<file path="config.mk">
export PLATFORM = sky130hd
export DESIGN_NAME = fft_sequencer
export DESIGN_NICKNAME = d
export VERILOG_FILES = /design/src/rtl/complex_type_pkg.sv /design/src/rtl/fft_addr_gen.sv /design/src/rtl/fft_sequencer.sv
export SDC_FILE = /design/constraint.sdc
export NUM_CORES = 1
export LEC_CHECK = 0
export CORE_MARGIN = 5
export CORE_UTILIZATION = 39
export DETAILED_ROUTE_END_ITERATION = 16
export PLACE_DENSITY = 0.71
export SYNTH_ARGS = -nofsm -noshare
export SYNTH_HDL_FRONTEND = slang
export SYNTH_SLANG_ARGS = --single-unit
</file>
<file path="constraint.sdc">
create_clock -name clk -period 7.1 [get_ports clk]
set_input_delay 1.42 -clock clk [delete_from_list [all_inputs] [get_ports clk]]
set_output_delay 1.42 -clock clk [all_outputs]
set_load 0.02 [all_outputs]
</file>
<file path="src/rtl/complex_type_pkg.sv">
// Shared types for the FFT datapath: complex sample format, the butterfly
// command word passed from fft_sequencer to the butterfly unit, and the
// sequencer FSM state encoding.
package complex_type;

    localparam int DATA_WIDTH   = 16;
    // Largest supported transform is 2**FFT_MAX_LOG2 points. Command fields
    // are sized for it, and smaller builds use the low bits.
    localparam int FFT_MAX_LOG2 = 10;

    typedef struct packed {
        logic signed [DATA_WIDTH-1:0] re;
        logic signed [DATA_WIDTH-1:0] im;
    } Complex;

    typedef struct packed {
        logic [FFT_MAX_LOG2-1:0] addr_a;
        logic [FFT_MAX_LOG2-1:0] addr_b;
        logic [FFT_MAX_LOG2-2:0] tw_idx;
        logic                    conj;
        logic                    scale;
    } fft_cmd_t;

    typedef enum logic [1:0] {
        SEQ_IDLE  = 2'd0,
        SEQ_RUN   = 2'd1,
        SEQ_DRAIN = 2'd2,
        SEQ_DONE  = 2'd3
    } fft_seq_state_e;

endpackage

</file>
<file path="src/rtl/fft_addr_gen.sv">
// Radix-2 DIT operand/twiddle address generator. Purely combinational:
// maps (stage, butterfly index) to the two in-place operand addresses and
// the twiddle ROM index.
module fft_addr_gen #(
    parameter  int N_LOG2 = 3,
    localparam int SW     = $clog2(N_LOG2 + 1),
    localparam int BW     = N_LOG2 - 1
) (
    input  logic [SW-1:0]     stage,
    input  logic [BW-1:0]     bf_idx,
    output logic [N_LOG2-1:0] addr_a,
    output logic [N_LOG2-1:0] addr_b,
    output logic [BW-1:0]     tw_idx
);

    logic [N_LOG2-1:0] b_ext;
    logic [N_LOG2-1:0] half;
    logic [N_LOG2-1:0] pos;

    // Split b into group and position within group; groups are 2*half wide
    always_comb begin
        b_ext  = {1'b0, bf_idx};
        half   = N_LOG2'(1) << stage;
        pos    = b_ext & (half - N_LOG2'(1));
        addr_a = ((b_ext >> stage) << (stage + SW'(1))) | pos;
        addr_b = addr_a + half;
        tw_idx = BW'(pos) << (SW'(N_LOG2 - 1) - stage);
    end

endmodule

</file>
<file path="src/rtl/fft_sequencer.sv">
// Control sequencer for the radix-2 in-place DIT FFT. Walks every stage and
// butterfly, issues commands to the butterfly unit over valid/ready, and
// holds off the next stage until all write-backs of the current one landed.
// Build option: FFT_SEQ_SCALE_EN drives bf_scale_o high on every command
// (block-floating 1/N scaling); when undefined bf_scale_o is tied low.
//
// state     | meaning
// ----------+--------------------------------------------------------------
// SEQ_IDLE  | waiting for start_i; inverse_i latched on start
// SEQ_RUN   | bf_valid_o high, one butterfly per fire
// SEQ_DRAIN | all butterflies of the stage issued, waiting for write-backs
// SEQ_DONE  | done_o pulse, return to idle
module fft_sequencer
    import complex_type::*;
#(
    parameter  int N_LOG2 = 3,
    localparam int SW     = $clog2(N_LOG2 + 1),
    localparam int BW     = N_LOG2 - 1
) (
    input  logic              clk,
    input  logic              rst_n,
    input  logic              start_i,
    input  logic              inverse_i,
    output logic              busy_o,
    output logic              done_o,
    output logic              bf_valid_o,
    input  logic              bf_ready_i,
    output logic [N_LOG2-1:0] bf_addr_a_o,
    output logic [N_LOG2-1:0] bf_addr_b_o,
    output logic [BW-1:0]     bf_tw_idx_o,
    output logic              bf_conj_o,
    output logic              bf_scale_o,
    output logic [SW-1:0]     stage_o,
    input  logic              wb_valid_i
);

    localparam logic [BW-1:0] LAST_BF    = '1;
    localparam logic [SW-1:0] LAST_STAGE = SW'(N_LOG2 - 1);

    fft_seq_state_e    state;
    logic [SW-1:0]     stage;
    logic [BW-1:0]     bf_idx;
    logic [N_LOG2-1:0] outstanding;
    logic [N_LOG2-1:0] cnt_next;
    logic              fire;
    logic              wb_take;
    logic              scale_on;
    logic [SW-1:0]     gen_stage;
    logic [BW-1:0]     gen_bf;
    logic [N_LOG2-1:0] gen_a;
    logic [N_LOG2-1:0] gen_b;
    logic [BW-1:0]     gen_tw;
    fft_cmd_t          cmd_q;
    fft_cmd_t          cmd_next;

`ifdef FFT_SEQ_SCALE_EN
    assign scale_on   = 1'b1;
    assign bf_scale_o = cmd_q.scale;
`else
    assign scale_on   = 1'b0;
    assign bf_scale_o = 1'b0;
`endif

    fft_addr_gen #(.N_LOG2(N_LOG2)) u_addr_gen (
        .stage  (gen_stage),
        .bf_idx (gen_bf),
        .addr_a (gen_a),
        .addr_b (gen_b),
        .tw_idx (gen_tw)
    );

    // Pick the (stage, butterfly) whose command gets loaded at the next edge
    always_comb begin
        gen_stage = '0;
        gen_bf    = '0;
        case (state)
            SEQ_RUN: begin
                gen_stage = stage;
                gen_bf    = bf_idx + BW'(1);
            end
            SEQ_DRAIN: gen_stage = stage + SW'(1);
            default: ;
        endcase
    end

    // Outstanding count lookahead (lets DRAIN exit the cycle the last wb lands)
    // and assembly of the next command word
    always_comb begin
        fire    = (state == SEQ_RUN) && bf_valid_o && bf_ready_i;
        wb_take = wb_valid_i && (outstanding != '0) &&
                  ((state == SEQ_RUN) || (state == SEQ_DRAIN));
        cnt_next = outstanding;
        if (fire && !wb_take)
            cnt_next = outstanding + N_LOG2'(1);
        else if (!fire && wb_take)
            cnt_next = outstanding - N_LOG2'(1);

        cmd_next        = '0;
        cmd_next.addr_a = FFT_MAX_LOG2'(gen_a);
        cmd_next.addr_b = FFT_MAX_LOG2'(gen_b);
        cmd_next.tw_idx = (FFT_MAX_LOG2 - 1)'(gen_tw);
        cmd_next.conj   = (state == SEQ_IDLE) ? inverse_i : cmd_q.conj;
        cmd_next.scale  = scale_on;
    end

    // Sequencer FSM, counters and registered command outputs
    always_ff @(posedge clk or negedge rst_n) begin
        if (!rst_n) begin
            state       <= SEQ_IDLE;
            stage       <= '0;
            bf_idx      <= '0;
            outstanding <= '0;
            busy_o      <= 1'b0;
            done_o      <= 1'b0;
            bf_valid_o  <= 1'b0;
            cmd_q       <= '0;
        end else begin
            done_o      <= 1'b0;
            outstanding <= cnt_next;
            case (state)
                SEQ_IDLE: begin
                    if (start_i) begin
                        state       <= SEQ_RUN;
                        busy_o      <= 1'b1;
                        bf_valid_o  <= 1'b1;
                        stage       <= '0;
                        bf_idx      <= '0;
                        outstanding <= '0;
                        cmd_q       <= cmd_next;
                    end
                end
                SEQ_RUN: begin
                    if (fire) begin
                        if (bf_idx == LAST_BF) begin
                            state       <= SEQ_DRAIN;
                            bf_valid_o  <= 1'b0;
                            cmd_q.scale <= 1'b0;
                        end else begin
                            bf_idx <= bf_idx + BW'(1);
                            cmd_q  <= cmd_next;
                        end
                    end
                end
                SEQ_DRAIN: begin
                    if (cnt_next == '0) begin
                        if (stage == LAST_STAGE) begin
                            state  <= SEQ_DONE;
                            done_o <= 1'b1;
                        end else begin
                            state      <= SEQ_RUN;
                            stage      <= stage + SW'(1);
                            bf_idx     <= '0;
                            bf_valid_o <= 1'b1;
                            cmd_q      <= cmd_next;
                        end
                    end
                end
                SEQ_DONE: begin
                    state  <= SEQ_IDLE;
                    busy_o <= 1'b0;
                end
                default: state <= SEQ_IDLE;
            endcase
        end
    end

    assign bf_addr_a_o = cmd_q.addr_a[N_LOG2-1:0];
    assign bf_addr_b_o = cmd_q.addr_b[N_LOG2-1:0];
    assign bf_tw_idx_o = cmd_q.tw_idx[BW-1:0];
    assign bf_conj_o   = cmd_q.conj;
    assign stage_o     = stage;

endmodule

</file>
* Yosys cells after proc, flatten, opt, wreduce, memory -nomap -nowiden
Cells that the tools add are included.
** Cells by class
- Add/subtract/negate cells :: 8
- Multiply operators :: 0
- Divide/modulo/power cells :: 0
- $lt $le $gt $ge :: 0
- Eq/ne operators :: 11
- Shift operators :: 4
- Mux-type cells :: 38
- Bitwise operators :: 2
- Reductions and logical operators :: 20
** Operators with widths (number)
- $mux 24 :: 4
- $pmux 24 s3 :: 1
- $mux 2 :: 13
- $mux 23 :: 1
- $mux 3 :: 4
- $reduce_and 6->1 :: 2
- $mux 1 :: 9
- $eq 2x2->1 const B :: 4
- $ne 2x2->1 const B :: 4
- $pmux 2 s2 :: 2
- $pmux 2 s4 :: 1
- $reduce_and 4->1 :: 2
- $add 2x1->2 const B :: 3
- $logic_and 1x1->1 :: 6
- $pmux 2 s3 :: 1
- $reduce_bool 3->1 :: 2
- $sub 3x1->3 const B :: 2
- $ne 2x1->1 const B :: 2
- $reduce_bool 2->1 :: 2
- $add 3x1->3 const B :: 1
- $add 3x3->3 :: 1
- $and 2x3->3 :: 1
- $logic_not 3->1 :: 1
- $or 3x3->3 :: 1
- other kinds (12) :: 13
** Storage, ports and cells
- Register bits after elaboration :: 21
- Bits in latches :: 0
- RAM bits :: 0
- Bits in read-only memories :: 0
- Input bits :: 6
- Output and inout bits :: 15
- Logic and storage cells :: 94
- Memories :: 0

* Depth between registers and ports, before layout
- Depth after elaboration :: 10
- Mapped depth :: 13
- Gate-level depth less buffers :: 13

* Hierarchy
From an unflattened synthesis, not the netlist that was laid out.
** Second synthesis, totals
- Cell total of the unflattened synthesis :: 145
- Area total of the unflattened synthesis :: 1438.9 µm²
** Modules (own cells, without submodules)
- fft_sequencer :: times used 1, cells each 121, area an instance 1241.2 µm², sequential area each 525.5 µm²
- fft_addr_gen :: times used 1, cells each 24, area an instance 197.7 µm², sequential area each 0.0 µm²

* Least setup slack after synthesis
Ideal clock, no wire load.
- Path type :: in2reg
- From :: input port bf_ready_i
- To :: register cmd_q (netlist bit bf_addr_a_o[0])
- Setup time :: 0.125 ns
- Data arrival time :: 3.192 ns
- Data required time :: 6.975 ns
- Slack :: 3.784 ns
- Stages on the path :: 7
- Path buffers :: 1
- Cells stage by stage :: and3_2 > o21ai_2 > or3_1 > a31o_1 > buf_6 > a211oi_4 > mux2_2
** On the way
- Cells in the longest elaborated chain, start to end :: 8
- Elaborated cells on any way between the ends :: 10
- Those cells by class :: 2 x eq/ne; 2 x mux; 6 x reduce/logical
** Ends and longest elaborated chain
- start, declared :: line fft_sequencer.sv:27 : input logic bf_ready_i,
- $logic_and 1x1->1 * :: line fft_sequencer.sv:89 : fire = (state == SEQ_RUN) && bf_valid_o && bf_ready_i;
- $logic_not 1->1 :: line fft_sequencer.sv:95 : else if (!fire && wb_take)
- $logic_and 1x1->1 :: line fft_sequencer.sv:95
- $mux 3 :: line fft_sequencer.sv:95
- $mux 3 :: line fft_sequencer.sv:93 : if (fire && !wb_take)
- $logic_not 3->1 :: line fft_sequencer.sv:145 : if (cnt_next == '0) begin
- $ne 2x1->1 (no source line)
- $reduce_and 6->1 (no source line) *
- end signal, assigned :: line fft_sequencer.sv:129 : cmd_q <= cmd_next;
- end signal, assigned :: line fft_sequencer.sv:140 : cmd_q <= cmd_next;
- end signal, assigned :: line fft_sequencer.sv:154 : cmd_q <= cmd_next;
- end, declared :: line fft_sequencer.sv:53 : fft_cmd_t cmd_q;
Every way passes the cells marked *; elsewhere a longest branch is shown, timed or not.
A chain may end at the register's enable or synchronous reset.

* Worst setup path in the final report
- From :: input port bf_ready_i
- To :: register cmd_q (netlist bit bf_addr_a_o[2])
The elaborated chain is that of the path after synthesis.

==> metrics <==
Post-synth EDFFs 0; Hold Fails Final Rpt 0; setup TNS 0 ns; max-cap viol count 0; layout cell share with drive strength beyond 1 13.5%; Hold Crit Endpoint bf_addr_a_o[1]; Num CTS Buffers 3; # resized after CTS 0; gr usage total 12.8%; reg2reg end bf_addr_b_o[2]; fin area 1710 µm²; vias in the first global route 1188; Comb pwr share 65.6%; drt total wl 3140 µm; CP max FO 10; Critical Path AT 3.92 ns; CP Capture Type register; final core occ 47.4%; RePlAce Congestion 0.872; VDD IR-drop max 0.217 mV; # port buffers 19; fillers 346; diode count 0; placed cell area 1670 µm²; CTS tree done; post-route insts no fill 211; R2R setup slack 3.36 ns; Core ar. 3610 µm²; synth top area cells dfrtp_1 (37%), ha_1 (12%), mux2_2 (7.0%); initial antenna violation count 0; Tcrit/Tclk final 53.1%; Area Growth Syn to Fin 19.0%; count of pins over their slew limit 0; Seq/Total Area, Yosys 36.6%; Clock Pin Slew Worst Setup and Hold Paths 0.07 ns; Synth area leader dfrtp_1; clk buf depth 2; via count 1152; switching share of power 45.5%; origin of the critical flop-to-flop path state[0]; drt pass-1 iters 4; die area 5000 µm²; Fin Hold WS 0.518 ns; std cell rows 22; Sinks on Clock Net 21; synthesized area 1440 µm²; Worst Setup Start Kind primary input; Clock Skew 0.00573 ns; Starting Density 39.9%; Synth Flop Type dfrtp_1; status complete, no violations; Final ANT Viol Nets 0; post-synthesis cell type count 48; first-pass GRT wire length 5250 µm; clk root buf clkbuf_8; Tmin final 3.77 ns; hold path depth 1; RSZ-0062 raised after global routing no; Initial DRC Count 71; Internal 0.000445 W; post-CTS setup buffer count 0; clock power share 9.5%; worst setup path class primary input to register; final setup fails 0; Psw 0.000371 W; Final HPWL DP 2430 µm; Synth top area share 36.6%; CTS H-tree depth 1; pwr dens 477 nW/µm²; min-delay worst type register to register; worst reg2reg path depth 13; vias per inst 5.46; relative slew slack 36.9%; die height 70.7 µm; Yosys reg bits 21; cts hold-fix bufs 0; Syn. warnings 0; Nets 185; Ports 21; Static Leak 0.748 nW; Worst-Skew Late Latency 0.26 ns; most instantiated cells after synthesis dfrtp_1 (21), ha_1 (14), inv_1 (14); worst-margin pin slew 0.944 ns; placed insts 207; Req. time, crit path 7.24 ns; most common cell in the netlist dfrtp_1; Mean Syn Cell Area 10.1 µm²; min-delay src bf_addr_a_o[1]; pin count of the biggest net entering global routing 22; die width 70.7 µm; sequential power share 25.0%; DRC viols 0; WL per Instance 14.9 µm; syn_nets 164; fmax 0.265 GHz; asr flop ratio synth 100%; cell count after synthesis 143; GRT overflow 0
-- per-stage QoR --
step                      power [W]  setup WS, ns
after floorplan            0.000597          3.78
after global placement     0.000709          3.16
after detailed placement   0.000739          3.07
after CTS                  0.000821          3.33
after global routing       0.000882          3.18
final                      0.000815          3.33
-- per-layer routing --
| layer | track usage [%] | vias up | share of wire (%) |
|---|---|---|---|
| met3 | 2.56 | 4 | 3.5 |
| met1 | 14.7 | 570 | 42 |
| met4 | 4.38 | 0 | 1.3 |
| li1 | - | 549 | - |
| met2 | 23.7 | 29 | 53 |
| met5 | 0 | - | 0 |
-- power by group through the flow --
stage | Clock, W | Sequential [W] | Combinational, W
floorplan | 0 | 0.000230 | 0.000367
global placement | 0 | 0.000202 | 0.000507
detailed placement | 0 | 0.000205 | 0.000534
CTS | 0.0000810 | 0.000204 | 0.000536
global route | 0.0000854 | 0.000209 | 0.000587
finish | 0.0000771 | 0.000204 | 0.000535
-- worst max path at each step --
stage	start	endpoint	depth (start not counted)	slack, ns
finish	bf_ready_i	bf_addr_a_o[2]	7	3.33
global route	bf_ready_i	bf_addr_b_o[1]	7	3.18
CTS	bf_ready_i	bf_addr_a_o[2]	7	3.33
detailed placement	bf_ready_i	bf_addr_a_o[2]	7	3.07
global placement	bf_ready_i	bf_addr_a_o[0]	7	3.16
floorplan	bf_ready_i	bf_addr_a_o[0]	7	3.78
-- cells by family after synthesis --
logic type | share of synthesized area [%]
mux | 9.83
buf+inv | 5.22
simple gates | 16.4
other cells | 0.261
flops | 36.6
xor+xnor | 2.44
compound gates | 15.8
fa+ha+maj | 13.6
-- state kept, by name (all words and copies together), names as in the netlist --
register / count
busy_o: 1
state: 2
bf_addr_a_o: 3
done_o: 1
stage_o: 2
bf_addr_b_o: 3
bf_tw_idx_o: 2
bf_conj_o: 1
bf_valid_o: 1
outstanding: 3
bf_idx: 2
-- cell type report --
type	instances	area, µm²	area share (%)
timing repair buffer	19	190	11.1
inverter	14	52.6	3.07
sequential	21	526	30.7
clock buffer	4	45.0	2.63
multi-input combinational	105	837	48.9
tap	48	60.1	3.51
-- critical path, cell delays in order --
cell and delay, ns:
clkdlybuf4s50_1 0.47, and3_2 0.22, o21ai_2 0.10, or3_1 0.35
a31o_1 0.36, a211oi_4 0.59, mux2_2 0.40
-- cell usage in the layout, fill, tap and decap left out, drive strengths merged, types with 2 or more instances in the layout --
cell type	netlist	layout
dfrtp	21	21
nor2	2	2
mux2i	4	4
a21oi	5	5
nand4	2	2
inv	14	14
nor2b	3	3
mux2	9	9
ha	14	14
nor3	3	3
o211ai	2	2
a211oi	3	3
nand2b	2	2
and2b	2	2
clkdlybuf4s50	0	19
clkbuf	1	4
nand2	12	12
xnor2	3	3
or3	3	3
o221ai	2	2
o21ai	6	6
nand3	7	7
and3	2	2
Note: power is estimated with default switching activity, not from simulation.
